<file path="config.mk">
export PLATFORM = sky130hd
export DESIGN_NAME = l1_round_robin_arbiter
export DESIGN_NICKNAME = d
export VERILOG_FILES = /design/src/rtl/l1_round_robin_arbiter.sv
export SDC_FILE = /design/constraint.sdc
export NUM_CORES = 1
export LEC_CHECK = 0
export BUFFER_PORTS_ARGS = -buffer_cell sky130_fd_sc_hd__buf_2
export CAP_MARGIN = 0
export CORE_AREA = 2 2 160 162
export DETAILED_ROUTE_END_ITERATION = 10
export DIE_AREA = 0 0 162 164
export PLACE_DENSITY = 0.57
export SLEW_MARGIN = 20
export SYNTH_ARGS = -nofsm -noshare
export SYNTH_HDL_FRONTEND = slang
export SYNTH_SLANG_ARGS = --single-unit
</file>
<file path="constraint.sdc">
create_clock -name clk -period 4.4 [get_ports clk]
set_input_delay 0 -clock clk [delete_from_list [all_inputs] [get_ports clk]]
set_output_delay 0 -clock clk [all_outputs]
set_load 0.02 [all_outputs]
</file>
<file path="src/rtl/l1_round_robin_arbiter.sv">
// l1_round_robin_arbiter
// Arbitrates L1 requestors (0=DCACHE, 1=ICACHE, 2=DMMU, 3=IMMU) onto one
// registered L2 request port. Read IDs are remembered in an in-order FIFO so
// that the L2 read responses can be routed back to the requestor that issued them.
//
// Ports
//   clk, rst           sole clock; asynchronous active-high reset
//   req_valid/addr/rnw/wdata   per-requestor request (addr/wdata 32b each)
//   req_ready          one-hot grant (combinational)
//   l2_valid/addr/rnw/wdata/id registered request to L2
//   l2_ready           L2 accepts l2_* when l2_valid && l2_ready
//   rsp_valid/rsp_data in-order read response from L2
//   port_rsp_valid     response routed to the originating requestor (combinational)
//   port_rsp_data      response data (rsp_data passed through)
//
// Configuration macro: L1_ARB_FIXED_PRIORITY_EN
//   defined   -> fixed priority, lowest ID wins, no last-grant pointer
//   undefined -> round-robin starting after the last granted requestor
//
// l2_id is 2 bits wide, so L1_CONNECTIONS must be between 2 and 4.
// MAX_INFLIGHT must be a power of 2.

module l1_round_robin_arbiter #(
  parameter int unsigned L1_CONNECTIONS = 4,
  parameter int unsigned MAX_INFLIGHT   = 4
) (
  input  logic                           clk,
  input  logic                           rst,
  input  logic [L1_CONNECTIONS-1:0]      req_valid,
  input  logic [L1_CONNECTIONS-1:0][31:0] req_addr,
  input  logic [L1_CONNECTIONS-1:0]      req_rnw,
  input  logic [L1_CONNECTIONS-1:0][31:0] req_wdata,
  output logic [L1_CONNECTIONS-1:0]      req_ready,
  output logic                           l2_valid,
  output logic [31:0]                    l2_addr,
  output logic                           l2_rnw,
  output logic [31:0]                    l2_wdata,
  output logic [1:0]                     l2_id,
  input  logic                           l2_ready,
  input  logic                           rsp_valid,
  input  logic [31:0]                    rsp_data,
  output logic [L1_CONNECTIONS-1:0]      port_rsp_valid,
  output logic [31:0]                    port_rsp_data
);

  localparam int unsigned ID_W  = 2;
  localparam int unsigned PTR_W = (MAX_INFLIGHT > 1) ? $clog2(MAX_INFLIGHT) : 1;
  localparam int unsigned CNT_W = $clog2(MAX_INFLIGHT) + 1;

  logic [ID_W-1:0]           start_idx;
  logic [ID_W-1:0]           gnt_idx;
  logic [ID_W-1:0]           cand;
  logic                      gnt_found;
  logic [L1_CONNECTIONS-1:0] eligible;
  logic                      can_issue;
  logic                      xfer;
  logic                      push;
  logic                      pop;
  logic                      fifo_full;
  logic                      fifo_empty;

  logic [ID_W-1:0]  fifo_q [MAX_INFLIGHT];
  logic [PTR_W-1:0] wr_ptr;
  logic [PTR_W-1:0] rd_ptr;
  logic [CNT_W-1:0] count_q;

  // Full is taken from the registered count, so a pop in the same cycle
  // never frees a slot for a read being granted alongside it.
  assign fifo_full  = (count_q == CNT_W'(MAX_INFLIGHT));
  assign fifo_empty = (count_q == '0);

  // Reads need a free FIFO slot; writes are always eligible.
  assign eligible = req_valid & ~(req_rnw & {L1_CONNECTIONS{fifo_full}});

  // Output register can take a new request when empty or draining this cycle.
  assign can_issue = ~l2_valid | l2_ready;

`ifdef L1_ARB_FIXED_PRIORITY_EN
  assign start_idx = '0;
`else
  logic [ID_W-1:0] last_grant;

  assign start_idx = (last_grant == ID_W'(L1_CONNECTIONS - 1)) ? '0
                                                                : last_grant + ID_W'(1);

  // Pointer advances only when a request actually transfers.
  always_ff @(posedge clk or posedge rst) begin
    if (rst) begin
      last_grant <= ID_W'(L1_CONNECTIONS - 1);
    end else if (xfer) begin
      last_grant <= gnt_idx;
    end
  end
`endif

  // First eligible requestor at or after start_idx, wrapping.
  always_comb begin
    gnt_idx   = '0;
    gnt_found = 1'b0;
    cand      = '0;
    for (int unsigned k = 0; k < L1_CONNECTIONS; k++) begin
      cand = ID_W'((32'(start_idx) + k) % L1_CONNECTIONS);
      if (!gnt_found && eligible[cand]) begin
        gnt_found = 1'b1;
        gnt_idx   = cand;
      end
    end
  end

  // One-hot grant, suppressed while stalled or in reset.
  always_comb begin
    req_ready = '0;
    if (gnt_found && can_issue && !rst) begin
      req_ready = L1_CONNECTIONS'(1) << gnt_idx;
    end
  end

  assign xfer = |req_ready;
  assign push = xfer & req_rnw[gnt_idx];
  assign pop  = rsp_valid & ~fifo_empty;

  // L2 request register; holds steady while L2 back-pressures.
  always_ff @(posedge clk or posedge rst) begin
    if (rst) begin
      l2_valid <= 1'b0;
      l2_addr  <= '0;
      l2_rnw   <= 1'b0;
      l2_wdata <= '0;
      l2_id    <= '0;
    end else if (xfer) begin
      l2_valid <= 1'b1;
      l2_addr  <= req_addr[gnt_idx];
      l2_rnw   <= req_rnw[gnt_idx];
      l2_wdata <= req_wdata[gnt_idx];
      l2_id    <= gnt_idx;
    end else if (l2_ready) begin
      l2_valid <= 1'b0;
    end
  end

  // ID FIFO storage; contents are meaningless outside the count window.
  always_ff @(posedge clk) begin
    if (push) begin
      fifo_q[wr_ptr] <= gnt_idx;
    end
  end

  // ID FIFO pointers and occupancy.
  always_ff @(posedge clk or posedge rst) begin
    if (rst) begin
      wr_ptr  <= '0;
      rd_ptr  <= '0;
      count_q <= '0;
    end else begin
      if (push) begin
        wr_ptr <= (wr_ptr == PTR_W'(MAX_INFLIGHT - 1)) ? '0 : wr_ptr + PTR_W'(1);
      end
      if (pop) begin
        rd_ptr <= (rd_ptr == PTR_W'(MAX_INFLIGHT - 1)) ? '0 : rd_ptr + PTR_W'(1);
      end
      unique case ({push, pop})
        2'b10:   count_q <= count_q + CNT_W'(1);
        2'b01:   count_q <= count_q - CNT_W'(1);
        default: count_q <= count_q;
      endcase
    end
  end

  // Route the response to the requestor at the FIFO head.
  always_comb begin
    port_rsp_valid = '0;
    if (pop) begin
      port_rsp_valid = L1_CONNECTIONS'(1) << fifo_q[rd_ptr];
    end
  end

  assign port_rsp_data = rsp_data;

`ifndef SYNTHESIS
  // A response with nothing outstanding is an L2 protocol error.
  rsp_on_empty: assert property (@(posedge clk) disable iff (rst) rsp_valid |-> !fifo_empty)
    else $error("l1_round_robin_arbiter: rsp_valid with no outstanding read");
`endif

endmodule

</file>
==> run metrics <==
via/cell ratio=about 4.6; Post-Syn Nets=between 800 and 900; clk_lat worst skew=340 ps; Max-slew headroom=around 33%; CP Launch Type=flip-flop; diode count=0; min Tclk post-route=3861 ps; total gr overflow=0; vias=5,489; share of layout cells above drive strength 1=a little under half; Max VDD drop=between 0.3 and 0.4 mV; Final Max Tran Viols=0; clk_skew=5.842 ps; CTS root buf=clkbuf_16; post-cts hold buffer count=46; Sw Ratio=a little under half; drc violations=0; post-detailed-route wirelength per cell=roughly 17 µm; initial antenna violation count=0; Fmax=around 260 MHz; Tot GR Track Use=~14%; Detailed Route WL=~20,000 µm; Core ar.=~0.025 mm²; cell count after synthesis=just over 500; Initial DRC Count=about 310; final RePlAce weighted congestion=just over 0.8; synthesized cell area=approximately 0.0053 mm²; TritonCTS buffer count=9; Logic pwr share=58.1%; element type at the critical path end=flip-flop; Area Growth Syn to Fin=48.54%; DRT antenna net count=0; die area=~0.027 mm²; final cell count without fillers=between 1,000 and 1,500; PD cells=663.6 mW/mm²; Worst Path Max Fanout=38; first-pass GRT wire length=around 30,000 µm; Std-Cell Rows=58; Tcrit/Tclk final=87.75%; CTS tree=done; fillers=about 2,600; pin count of the biggest net entering global routing=between 70 and 80; DP HPWL=roughly 15,000 µm; synthesized flop and latch total=85; port bufs=~340; Worst Path Arrival=~4100 ps; Setup-failing EPs final=0; leakage power=0.003753 µW; clk slew on worst S/H paths=around 70 ps; Top Ports=slightly above 400; first drt pass iteration count=5; asr flop ratio synth=90.59%; Clock Sinks=85; CP Data Required Time=~4600 ps; sequential power share=26.9%; Clock Path Buffers=2; Initial Util=a little over a fifth; sequential share of the synthesized area=a little over 40%; HP Class=primary input to output port; EDFF count, synth=8; RSZ-0062 raised after global routing=false; Die Span X=roughly 160 µm; Post-CTS Resized=0; number of max-cap violations=0; Setup CP Type=flip-flop to flip-flop; Hold Vio Cnt, Final=0; Tightest Pin Transition=approximately 1000 ps; Post-CTS Setup Repair Bufs=0; outcome=finished, final reports clean; number of global-route vias before repair=5,578; Die Span Y=roughly 160 µm; Pint=between 2000 and 3000 µW; Clock Power Share=roughly 15%; Netlist cell types=50; Synth Flop Type=dfrtp_1; mean area per synthesized cell=between 10 and 15 µm²; CTS H-Tree Depth=3; Setup TNS=0 ps; Cells after DPL=between 1,000 and 1,500; Syn. warnings=0; Psw=2371 µW; fin nets=between 1,000 and 1,500; Power, Total=5249 µW
==> kinds of logic after synthesis <==
logic type | Yosys count | synth area share, %
AO/OA/AOI/OAI | 206 | 27.87
XOR/XNOR | 3 | 0.4935
adder cells (fa/ha/maj) | 8 | 2.021
buffers and inverters | 91 | 9.328
flip-flops | 85 | 40.74
multiplexers | 70 | 13.96
AND/OR/NAND/NOR | 55 | 5.592
==> Yosys cell counts (2+ instances only) <==
master / count / share of area (%)
mux2_1: 4 / 0.85
nor2b_1: 2 / 0.23
mux2i_1: 60 / 11
xor2_1: 2 / 0.33
buf_4: 35 / 4.9
o21ai_0: 49 / 4.6
edfxtp_1: 8 / 4.5
nor3_1: 6 / 0.56
buf_2: 9 / 0.85
nor2_1: 15 / 1.1
o21a_1: 58 / 8.2
nand4bb_1: 3 / 0.63
nand3b_1: 2 / 0.28
a221oi_1: 59 / 9.7
o21ai_1: 15 / 1.4
dfrtp_1: 75 / 35
a21oi_1: 8 / 0.75
mux2_2: 2 / 0.42
mux2_4: 2 / 0.56
mux4_2: 2 / 0.85
dfstp_2: 2 / 0.99
ha_1: 7 / 1.6
inv_1: 14 / 0.99
nand2_1: 15 / 1.1
clkbuf_1: 30 / 2.1
a222oi_1: 6 / 1.1
and2_1: 5 / 0.59
==> power groups by stage <==
| stage | sequential [µW] | combinational, µW | clock (µW) |
|---|---|---|---|
| after floorplan | 1780 | 1670 | 0 |
| after global placement | 1410 | 2930 | 0 |
| after detailed placement | 1420 | 2970 | 0 |
| after CTS | 1420 | 3080 | 830 |
| after global routing | 1470 | 3320 | 854 |
| final | 1410 | 3050 | 786 |
==> cells in the final DEF (no fill, tap or decap), types with 2 or more instances in the layout <==
cell type / instances
buf_2: 343
dfrtp_1: 75
mux2i_1: 60
a221oi_1: 58
o21a_1: 58
o21ai_0: 49
dlygate4sd3_1: 46
nand2_1: 15
nor2_1: 15
o21ai_1: 15
inv_1: 13
clkbuf_16: 9
buf_4: 9
a21oi_1: 8
edfxtp_1: 8
ha_1: 7
nor3_1: 6
a222oi_1: 6
and2_1: 5
mux2_1: 4
nand4bb_1: 3
clkinv_2: 3
nand3b_1: 2
clkinv_4: 2
mux2_4: 2
mux4_2: 2
xor2_1: 2
mux2_2: 2
inv_6: 2
dfstp_2: 2
==> path summary, 6_finish.rpt <==
kind	slack (ps)	end	cells after the start	from
max	540	l2_addr[14]$_DFFE_PP0P_	10	last_grant[0]$_DFFE_PP1P_
min	0.008	port_rsp_data[18]	0	rsp_data[18]
max reg2reg	540	l2_addr[14]$_DFFE_PP0P_	10	last_grant[0]$_DFFE_PP1P_
min reg2reg	480	l2_rnw$_DFFE_PP0P_	2	l2_rnw$_DFFE_PP0P_
max in group asynchronous	3130	l2_wdata[9]$_DFFE_PP0P_	4	rst
min in group asynchronous	290	l2_valid$_DFFE_PP0P_	3	rst
==> layout make-up <==
type	instances	area (µm²)	area share [%]
clock inverter	7	73.82	0.9332
tap	330	412.9	5.220
inverter	15	62.56	0.7909
timing repair buffer	399	2265	28.63
clock buffer	9	225.2	2.847
sequential	85	2170	27.43
multi-input combinational	342	2701	34.15
==> metal layers <==
layer / up-vias / routed length (µm) / GRT usage [%] / share of wire [%]
li1: 2620 / - / - / -
met1: 2587 / 8312 / 17.94 / 42
met5: - / 0 / 0 / 0
met3: 36 / 1368 / 3.561 / 6.9
met4: 0 / 503 / 5.270 / 2.5
met2: 246 / 9607 / 24.45 / 49
==> stage by stage <==
step	area (µm²)	hold slack (ps)	setup WS, ps	util, %
after floorplan	5325	112.6	1443	-
after global placement	7151	0.1367	916.7	28.81
after detailed placement	7151	0.1367	852.2	28.81
after CTS	7910	0.07899	594.9	31.87
after global routing	7910	0.02932	232.1	31.87
final	7910	0.007769	539.1	31.87
==> critical path, cell delays in order (launching register included) <==
cell           delay, ps
dfstp_2              560
ha_1                 160
nor2_1                70
nand3b_1             260
a21oi_1              300
a221o_2              600
buf_4                490
nor2_2               160
a222oi_1             410
dlygate4sd3_1        620
a21oi_1               70
==> state kept, by name, indices dropped and copies added, names as in the netlist <==
signal      flops
l2_addr        32
l2_wdata       32
fifo_q          8
count_q         3
l2_id           2
last_grant      2
rd_ptr          2
wr_ptr          2
l2_rnw          1
l2_valid        1
Note: power is estimated with default switching activity, not from simulation.
